`src/rtl/id_control_stage.sv`:
```
// Instruction-decode control stage: opcode decode, immediate generation, load-use stall and flush into ID/EX.
// Optional ID_ILLEGAL_TRAP_EN adds a one-cycle 'illegal' flag for unsupported encodings.
module id_control_stage #(
   parameter int XLEN = 64
) (
   input  logic            clk,
   input  logic            reset,
   input  logic            in_valid,
   output logic            in_ready,
   input  logic [31:0]     instr,
   input  logic [XLEN-1:0] pc_in,
   input  logic            flush,
   output logic            out_valid,
   output logic [1:0]      ALUop,
   output logic [6:0]      funct7,
   output logic [2:0]      funct3,
   output logic            ALUSrc,
   output logic            MemRead,
   output logic            MemWrite,
   output logic            MemtoReg,
   output logic            RegWrite,
   output logic            Branch,
   output logic [4:0]      rs1,
   output logic [4:0]      rs2,
   output logic [4:0]      rd,
   output logic [XLEN-1:0] imm,
   output logic [XLEN-1:0] pc_out
`ifdef ID_ILLEGAL_TRAP_EN
   ,
   output logic            illegal
`endif
);

   typedef struct packed {
      logic            valid;
      logic [1:0]      aluop;
      logic [6:0]      f7;
      logic [2:0]      f3;
      logic            alusrc;
      logic            mem_read;
      logic            mem_write;
      logic            mem_to_reg;
      logic            reg_write;
      logic            branch;
      logic [4:0]      rs1;
      logic [4:0]      rs2;
      logic [4:0]      rd;
      logic [XLEN-1:0] imm;
      logic [XLEN-1:0] pc;
   } idex_t;

   idex_t st_d, st_q, dec;

   logic [6:0]      opcode;
   logic [2:0]      f3;
   logic [6:0]      f7;
   logic [4:0]      src1, src2;
   logic            is_r, is_i, is_ld, is_st, is_br;
   logic            use_rs2, legal, hazard, accept;
   logic [XLEN-1:0] imm_i, imm_s, imm_b;

   assign opcode = instr[6:0];
   assign f3     = instr[14:12];
   assign f7     = instr[31:25];
   assign src1   = instr[19:15];
   assign src2   = instr[24:20];

   assign is_r  = (opcode == 7'b0110011);
   assign is_i  = (opcode == 7'b0010011);
   assign is_ld = (opcode == 7'b0000011);
   assign is_st = (opcode == 7'b0100011);
   assign is_br = (opcode == 7'b1100011);

   assign imm_i = {{(XLEN-12){instr[31]}}, instr[31:20]};
   assign imm_s = {{(XLEN-12){instr[31]}}, instr[31:25], instr[11:7]};
   assign imm_b = {{(XLEN-13){instr[31]}}, instr[31], instr[7],
                   instr[30:25], instr[11:8], 1'b0};

   assign use_rs2 = is_r | is_st | is_br;

`ifdef ID_ILLEGAL_TRAP_EN
   logic bad_enc;
   logic illegal_d, illegal_q;

   assign bad_enc = (is_r && f7 != 7'b0000000 && f7 != 7'b0100000)
                  | (is_i && f3 == 3'b001 && f7 != 7'b0000000);
   assign legal   = (is_r | is_i | is_ld | is_st | is_br) & ~bad_enc;
`else
   assign legal   = is_r | is_i | is_ld | is_st | is_br;
`endif

   // Stall only on a real load whose destination feeds a source this instr reads
   always_comb begin
      hazard = 1'b0;
      if (st_q.valid && st_q.mem_read && st_q.rd != 5'd0) begin
         if ((is_r | is_i | is_ld | is_st | is_br) && st_q.rd == src1)
            hazard = 1'b1;
         if (use_rs2 && st_q.rd == src2)
            hazard = 1'b1;
      end
   end

   assign in_ready = ~hazard;
   assign accept   = in_valid & ~hazard & ~flush;

   always_comb begin
      dec     = '0;
      dec.f3  = f3;
      dec.f7  = f7;
      dec.rs1 = src1;
      dec.pc  = pc_in;
      unique case (1'b1)
         is_r: begin
            dec.aluop     = 2'b10;
            dec.reg_write = 1'b1;
            dec.rs2       = src2;
            dec.rd        = instr[11:7];
         end
         is_i: begin
            dec.aluop     = 2'b10;
            dec.alusrc    = 1'b1;
            dec.reg_write = 1'b1;
            dec.rd        = instr[11:7];
            dec.imm       = imm_i;
            if (f3 != 3'b101)
               dec.f7 = 7'b0000000;
         end
         is_ld: begin
            dec.alusrc     = 1'b1;
            dec.mem_read   = 1'b1;
            dec.mem_to_reg = 1'b1;
            dec.reg_write  = 1'b1;
            dec.rd         = instr[11:7];
            dec.imm        = imm_i;
         end
         is_st: begin
            dec.alusrc    = 1'b1;
            dec.mem_write = 1'b1;
            dec.rs2       = src2;
            dec.imm       = imm_s;
         end
         is_br: begin
            dec.aluop  = 2'b01;
            dec.branch = 1'b1;
            dec.rs2    = src2;
            dec.imm    = imm_b;
         end
         default: ;
      endcase
      dec.valid = 1'b1;
   end

   always_comb begin
      st_d = '0;
      if (accept && legal)
         st_d = dec;
   end

   always_ff @(posedge clk or posedge reset) begin
      if (reset)
         st_q <= '0;
      else
         st_q <= st_d;
   end

`ifdef ID_ILLEGAL_TRAP_EN
   assign illegal_d = accept & ~legal;

   always_ff @(posedge clk or posedge reset) begin
      if (reset)
         illegal_q <= 1'b0;
      else
         illegal_q <= illegal_d;
   end

   assign illegal = illegal_q;
`endif

   assign out_valid = st_q.valid;
   assign ALUop     = st_q.aluop;
   assign funct7    = st_q.f7;
   assign funct3    = st_q.f3;
   assign ALUSrc    = st_q.alusrc;
   assign MemRead   = st_q.mem_read;
   assign MemWrite  = st_q.mem_write;
   assign MemtoReg  = st_q.mem_to_reg;
   assign RegWrite  = st_q.reg_write;
   assign Branch    = st_q.branch;
   assign rs1       = st_q.rs1;
   assign rs2       = st_q.rs2;
   assign rd        = st_q.rd;
   assign imm       = st_q.imm;
   assign pc_out    = st_q.pc;

endmodule

```
`config.mk`:
```
export PLATFORM = sky130hd
export DESIGN_NAME = id_control_stage
export DESIGN_NICKNAME = d
export VERILOG_FILES = /design/src/rtl/id_control_stage.sv
export SDC_FILE = /design/constraint.sdc
export NUM_CORES = 1
export LEC_CHECK = 0
export BUFFER_PORTS_ARGS = -buffer_cell sky130_fd_sc_hd__buf_2
export CORE_MARGIN = 2
export CORE_UTILIZATION = 40
export CTS_CLUSTER_SIZE = 8
export DETAILED_ROUTE_END_ITERATION = 8
export GPL_TIMING_DRIVEN = 1
export PLACE_DENSITY = 0.74
export SLEW_MARGIN = 10
export SYNTH_ARGS = -nofsm -noshare
export SYNTH_HDL_FRONTEND = slang
export SYNTH_SLANG_ARGS = --single-unit
export TNS_END_PERCENT = 1
```
`constraint.sdc`:
```
create_clock -name clk -period 3.9 [get_ports clk]
set_input_delay 0.585 -clock clk [delete_from_list [all_inputs] [get_ports clk]]
set_output_delay 0.585 -clock clk [all_outputs]
set_load 0.03 [all_outputs]
```
==> Word-level counts from Yosys, hierarchy flattened <==
Index checks and enable logic that the tools add are counted.
{ "totals": {"regBits": 162, "wordCells": 59} }
{ "op_classes": {"eq_ne": 8, "muxes": 15, "n_bitwise": 10, "reduce_logical": 11} }
{ "ops": {"columns": ["cell", "count"], "rows": [
  ["case mux 64 bit (3 select lines)", 1],
  ["two-way mux 162 bit", 1],
  ["equality test 7 x 6 -> 1 bit, second input constant", 2],
  ["two-way mux 7 bit", 2],
  ["equality test 5 bit", 2],
  ["two-way mux 5 bit", 2],
  ["OR reduction 3 bit", 3],
  ["two-way mux 1 bit", 8],
  ["equality test 7 x 2 -> 1 bit, second input constant", 1],
  ["equality test 7 x 5 -> 1 bit, second input constant", 1],
  ["equality test 7 bit, second input constant", 1],
  ["bitwise OR 1 bit", 6],
  ["logical AND 1 bit", 5],
  ["nonzero test 5 bit", 1],
  ["case mux 2 bit (2 select lines)", 1],
  ["OR reduction 2 bit", 2],
  ["!= test 3 bit, second input constant", 1],
  ["AND 1 bit", 2],
  ["inverter 1 bit", 2]
]} }

==> Longest topological paths before layout <==
{ "logic_depth": {"ltp_word": 14, "ltp_mapped": 10, "mapped_depth_nobuf": 5} }

==> Worst setup path after synthesis <==
Ideal clock, no wire load.
{ "synth_path": {"path_kind": "input port to output port", "start": "in instr[4]", "end": "out in_ready", "arrival_ns": 1.983, "required_time_ns": 3.315, "setup_slack_ns": 1.332, "cell_stages": 10, "path_buffers": 5, "cell_sequence": "buf_6 nand2_2 and2_1 buf_6 nor2b_1 a41o_1 buf_6 buf_8 buf_6 inv_1"} }
{ "synth_via": {"elab_chain_cells": 10, "word_cells_on_any_way": 17} }
{ "synth_rtl": {"columns": ["item", "line_no", "rtl"], "rows": [
  ["start: declaration", "10", "input logic [31:0] instr,"],
  ["equality test 7 x 6 -> 1 bit or equality test 7 x 5 -> 1 bit (tied branches)", "68, 69", null],
  ["bitwise OR 1 bit (4 in series)", "96", "if ((is_r | is_i | is_ld | is_st | is_br) && st_q.rd == src1)"],
  ["logical AND 1 bit", "96", null],
  ["two-way mux 1 bit", "96", null],
  ["two-way mux 1 bit *", "98", "if (use_rs2 && st_q.rd == src2)"],
  ["two-way mux 1 bit *", "95", "if (st_q.valid && st_q.mem_read && st_q.rd != 5'd0) begin"],
  ["inverter 1 bit *", "103", "assign in_ready = ~hazard;"],
  ["end: declaration", "9", "output logic in_ready,"]
]} }
Mark *: on every way between the ends. The rest lies on a longest branch, timed or not.

==> Worst setup path after layout <==
Same ends and word-level chain as after synthesis.

==> flow_metrics.py <==
metrics = {
    "floorplan": {
        "dieArea_um2": 13400,
        "die_w_um": 116,
        "die_y_um": 116,
        "core_um2": 12100,
        "io_pins": 263,
        "start_util": 0.412,
        "row_count": 40,
    },
    "routing": {
        "dr.pass1.iters": 4,
        "ant_nets": 0,
        "viasPerCell": 4.74,
        "detailedRoute.firstIterationViolations": 274,
        "vias": 3880,
        "wirelength_um": 13000,
        "route.detailed.drc": 0,
        "wl_per_cell_um": 15.9,
    },
    "power_and_ir_drop": {
        "p_leak_nw": 3.58,
        "max-vdd-ir-drop_v": 0.000195,
        "power_density_nw_per_um2": 362,
    },
    "timing": {
        "min_period_over_period": 0.789,
        "max-slew-margin-rel": 0.296,
        "max_clock_freq_mhz": 325,
        "fin_worst_skew_ns": 0.00717,
        "rsz0062_at_grt": "no",
        "slew_viol_final": 0,
        "worst_pin_slew_ns": 1.06,
        "setup_viol": 0,
        "tns_ns": 0,
        "fin_crit_ns": 3.08,
        "finalHoldViolations": 0,
    },
    "status": {
        "status": "finished clean",
    },
    "run": {
        "cap_viol_max_count": 0,
    },
    "cells_and_area": {
        "layout_common_cells": "buf_2, dfrtp_1, nand3_1",
        "area_growth_pct": 25.3,
        "layout_commonest_cell": "buf_2",
        "nets": 745,
        "finalInstanceArea_um2": 6250,
        "stdcell_count": 818,
        "antenna_cells": 0,
        "final_layout_size_suffix_gt1_frac": 0.545,
    },
    "critical_path": {
        "arrival_ns": 2.49,
        "critPathSlowestCell": "a41o_4",
        "crit_type": "in -> out",
        "startpoint_type": "input pin",
        "path_max_fanout": 45,
        "slowest_delay_ns": 0.64,
        "reg2reg_slack_ns": 1.45,
        "cp.required_ns": 3.31,
        "crit_path_end_kind": "primary output",
        "crit_chain": "buf_2 -> nand2b_1 -> a21oi_1 -> and4_1 -> a41o_4 -> inv_1 -> buf_2",
        "r2r-end": "pc_out[5]",
        "critPathMostFrequentCell": "buf_2",
        "crit-reg2reg-launch": "rd[1]",
        "r2r_cells": 5,
    },
    "placement": {
        "dp_hpwl_um": 9520,
        "port_buffers": 262,
        "dp.cells": 802,
        "place_area_um2": 5930,
        "gp_congestion": 0.795,
    },
    "global_route": {
        "grt_start_max_net_pins": 87,
        "antenna_found_initial": 0,
        "grt_pass1_wl_um": 19300,
        "grt_usage": 0.191,
        "grt_overflow": 0,
        "grt_pass1_vias": 3718,
    },
    "clock_tree": {
        "clkLatencyLatePin_ns": 0.35,
        "clock-root-buffer": "clkbuf_16",
        "path_clk_slew_ns": 0.07,
        "htreeDepth": 3,
        "cts_tree": "done",
        "cts_sinks": 110,
        "postCtsSetupRepairBufs": 0,
        "numCtsBuffers": 9,
        "clockBufferDepth": 2,
        "cts_resized": 0,
        "cts_hold_buf": 0,
    },
    "logic_synthesis": {
        "synth_nets": 556,
        "synth_xor_area_frac": 0.0176,
        "syn_inst": 456,
        "ys_seq_elements": 110,
        "syn_avg_cell_area_um2": 10.9,
        "yosysUniqueCellTypes": 36,
        "synthSimpleGateAreaFrac": 0.272,
        "synth_top_family_by_area": "simple AND/OR/NAND/NOR gates",
        "synth_warnings": 0,
        "yosys-mux-area-fraction": 0,
        "seq_area_frac_synth": 0.552,
        "synth_adder_area_share": 0,
        "synth_compound_area_frac": 0.0269,
        "netlist_area_um2": 4990,
    },
    "hold_path": {
        "hold_start": "pc_in[21]",
        "hold_path_class": "in -> reg",
        "hold_depth": 3,
        "hold_end": "pc_out[21]",
    },
}
[critical path, delay by kind of cell]
| kind | cells | cell delay, ns |
|---|---|---|
| AO/OA/AOI/OAI | 2 | 0.86 |
| buffers and inverters | 3 | 0.46 |
| AND/OR/NAND/NOR | 2 | 0.57 |
[where the power goes]
group | switching, W | total (W) | internal, W
Sequential | 0.00000137 | 0.00115 | 0.00114
Combinational | 0.0000950 | 0.000149 | 0.0000540
Clock | 0.000405 | 0.000967 | 0.000562
Total | 0.000501 | 0.00226 | 0.00176
[per-layer routing]
| metal | global-route usage | part of all wire |
|---|---|---|
| met1 | 0.218 | 0.38 |
| met2 | 0.337 | 0.52 |
| met3 | 0.0554 | 0.073 |
| met4 | 0.0794 | 0.024 |
| met5 | 0 | 0 |
[worst max-delay path by stage]
stage              from        to  slack [ns]  cells past startpoint
2_1_floorplan     reset    ALUSrc        0.41                      1
3_3_place_gp   instr[6]  in_ready        0.91                      7
4_1_cts        instr[4]  in_ready        0.83                      7
5_1_grt        instr[4]  in_ready        0.72                      7
3_5_place_dp   instr[4]  in_ready        0.84                      7
6_report       instr[4]  in_ready        0.82                      7
[final cells by class]
class	instances	area [um^2]
tap	168	210
inverter	2	10.0
clock buffer	10	229
timing repair buffer	267	1360
multi-input combinational	255	1600
sequential	110	2750
fill	1133	5860
clock inverter	6	86.3
[flip-flops by register name (all words and copies together), names as in the netlist, 2 cells and up]
register	flops
pc_out	64
imm	13
funct7	7
rd	5
rs1	5
rs2	5
funct3	3
ALUop	2
[stage by stage]
step | hold slack (ns) | setup slack [ns] | power (W) | util
global placement | 0.809 | 0.914 | 0.00131 | 0.490
finish | 0.456 | 0.823 | 0.00226 | 0.516
detailed placement | 0.813 | 0.844 | 0.00132 | 0.490
floorplan | 0.705 | 0.413 | 0.00124 | -
CTS | 0.440 | 0.835 | 0.00229 | 0.516
global route | 0.451 | 0.719 | 0.00235 | 0.516
[synthesized netlist by cell type]
cell type,number,area share
nor3_1,9,0.0090
nand4b_1,5,0.0088
a31oi_1,2,0.0025
or4_1,1,0.0015
nand2b_1,2,0.0025
nand2_2,1,0.0013
buf_2,8,0.0080
a21oi_1,3,0.0030
buf_6,6,0.014
o2111ai_1,1,0.0018
and4_1,1,0.0018
dfrtp_1,110,0.55
xor2_1,10,0.018
a22oi_1,4,0.0060
nand4bb_4,1,0.0055
buf_4,54,0.081
nand3_1,85,0.085
and2_1,1,0.0013
nor2_2,42,0.053
nor2b_1,5,0.0063
nand3b_1,1,0.0015
nor3b_1,1,0.0015
nor4_4,1,0.0043
a2111oi_4,1,0.0055
buf_8,2,0.0060
nor2_1,44,0.033
nor2_4,16,0.036
a41o_1,1,0.0020
or3b_1,1,0.0018
nor4_2,2,0.0050
nor4b_4,1,0.0048
clkbuf_1,17,0.013
nand2_1,11,0.0083
inv_1,2,0.0015
a2111oi_2,2,0.0060
buf_12,2,0.0080
[cells by family after synthesis]
logic type	Yosys count
simple gates	231
flops	110
buf+inv	91
compound gates	14
xor+xnor	10
Note: power is estimated with default switching activity, not from simulation.
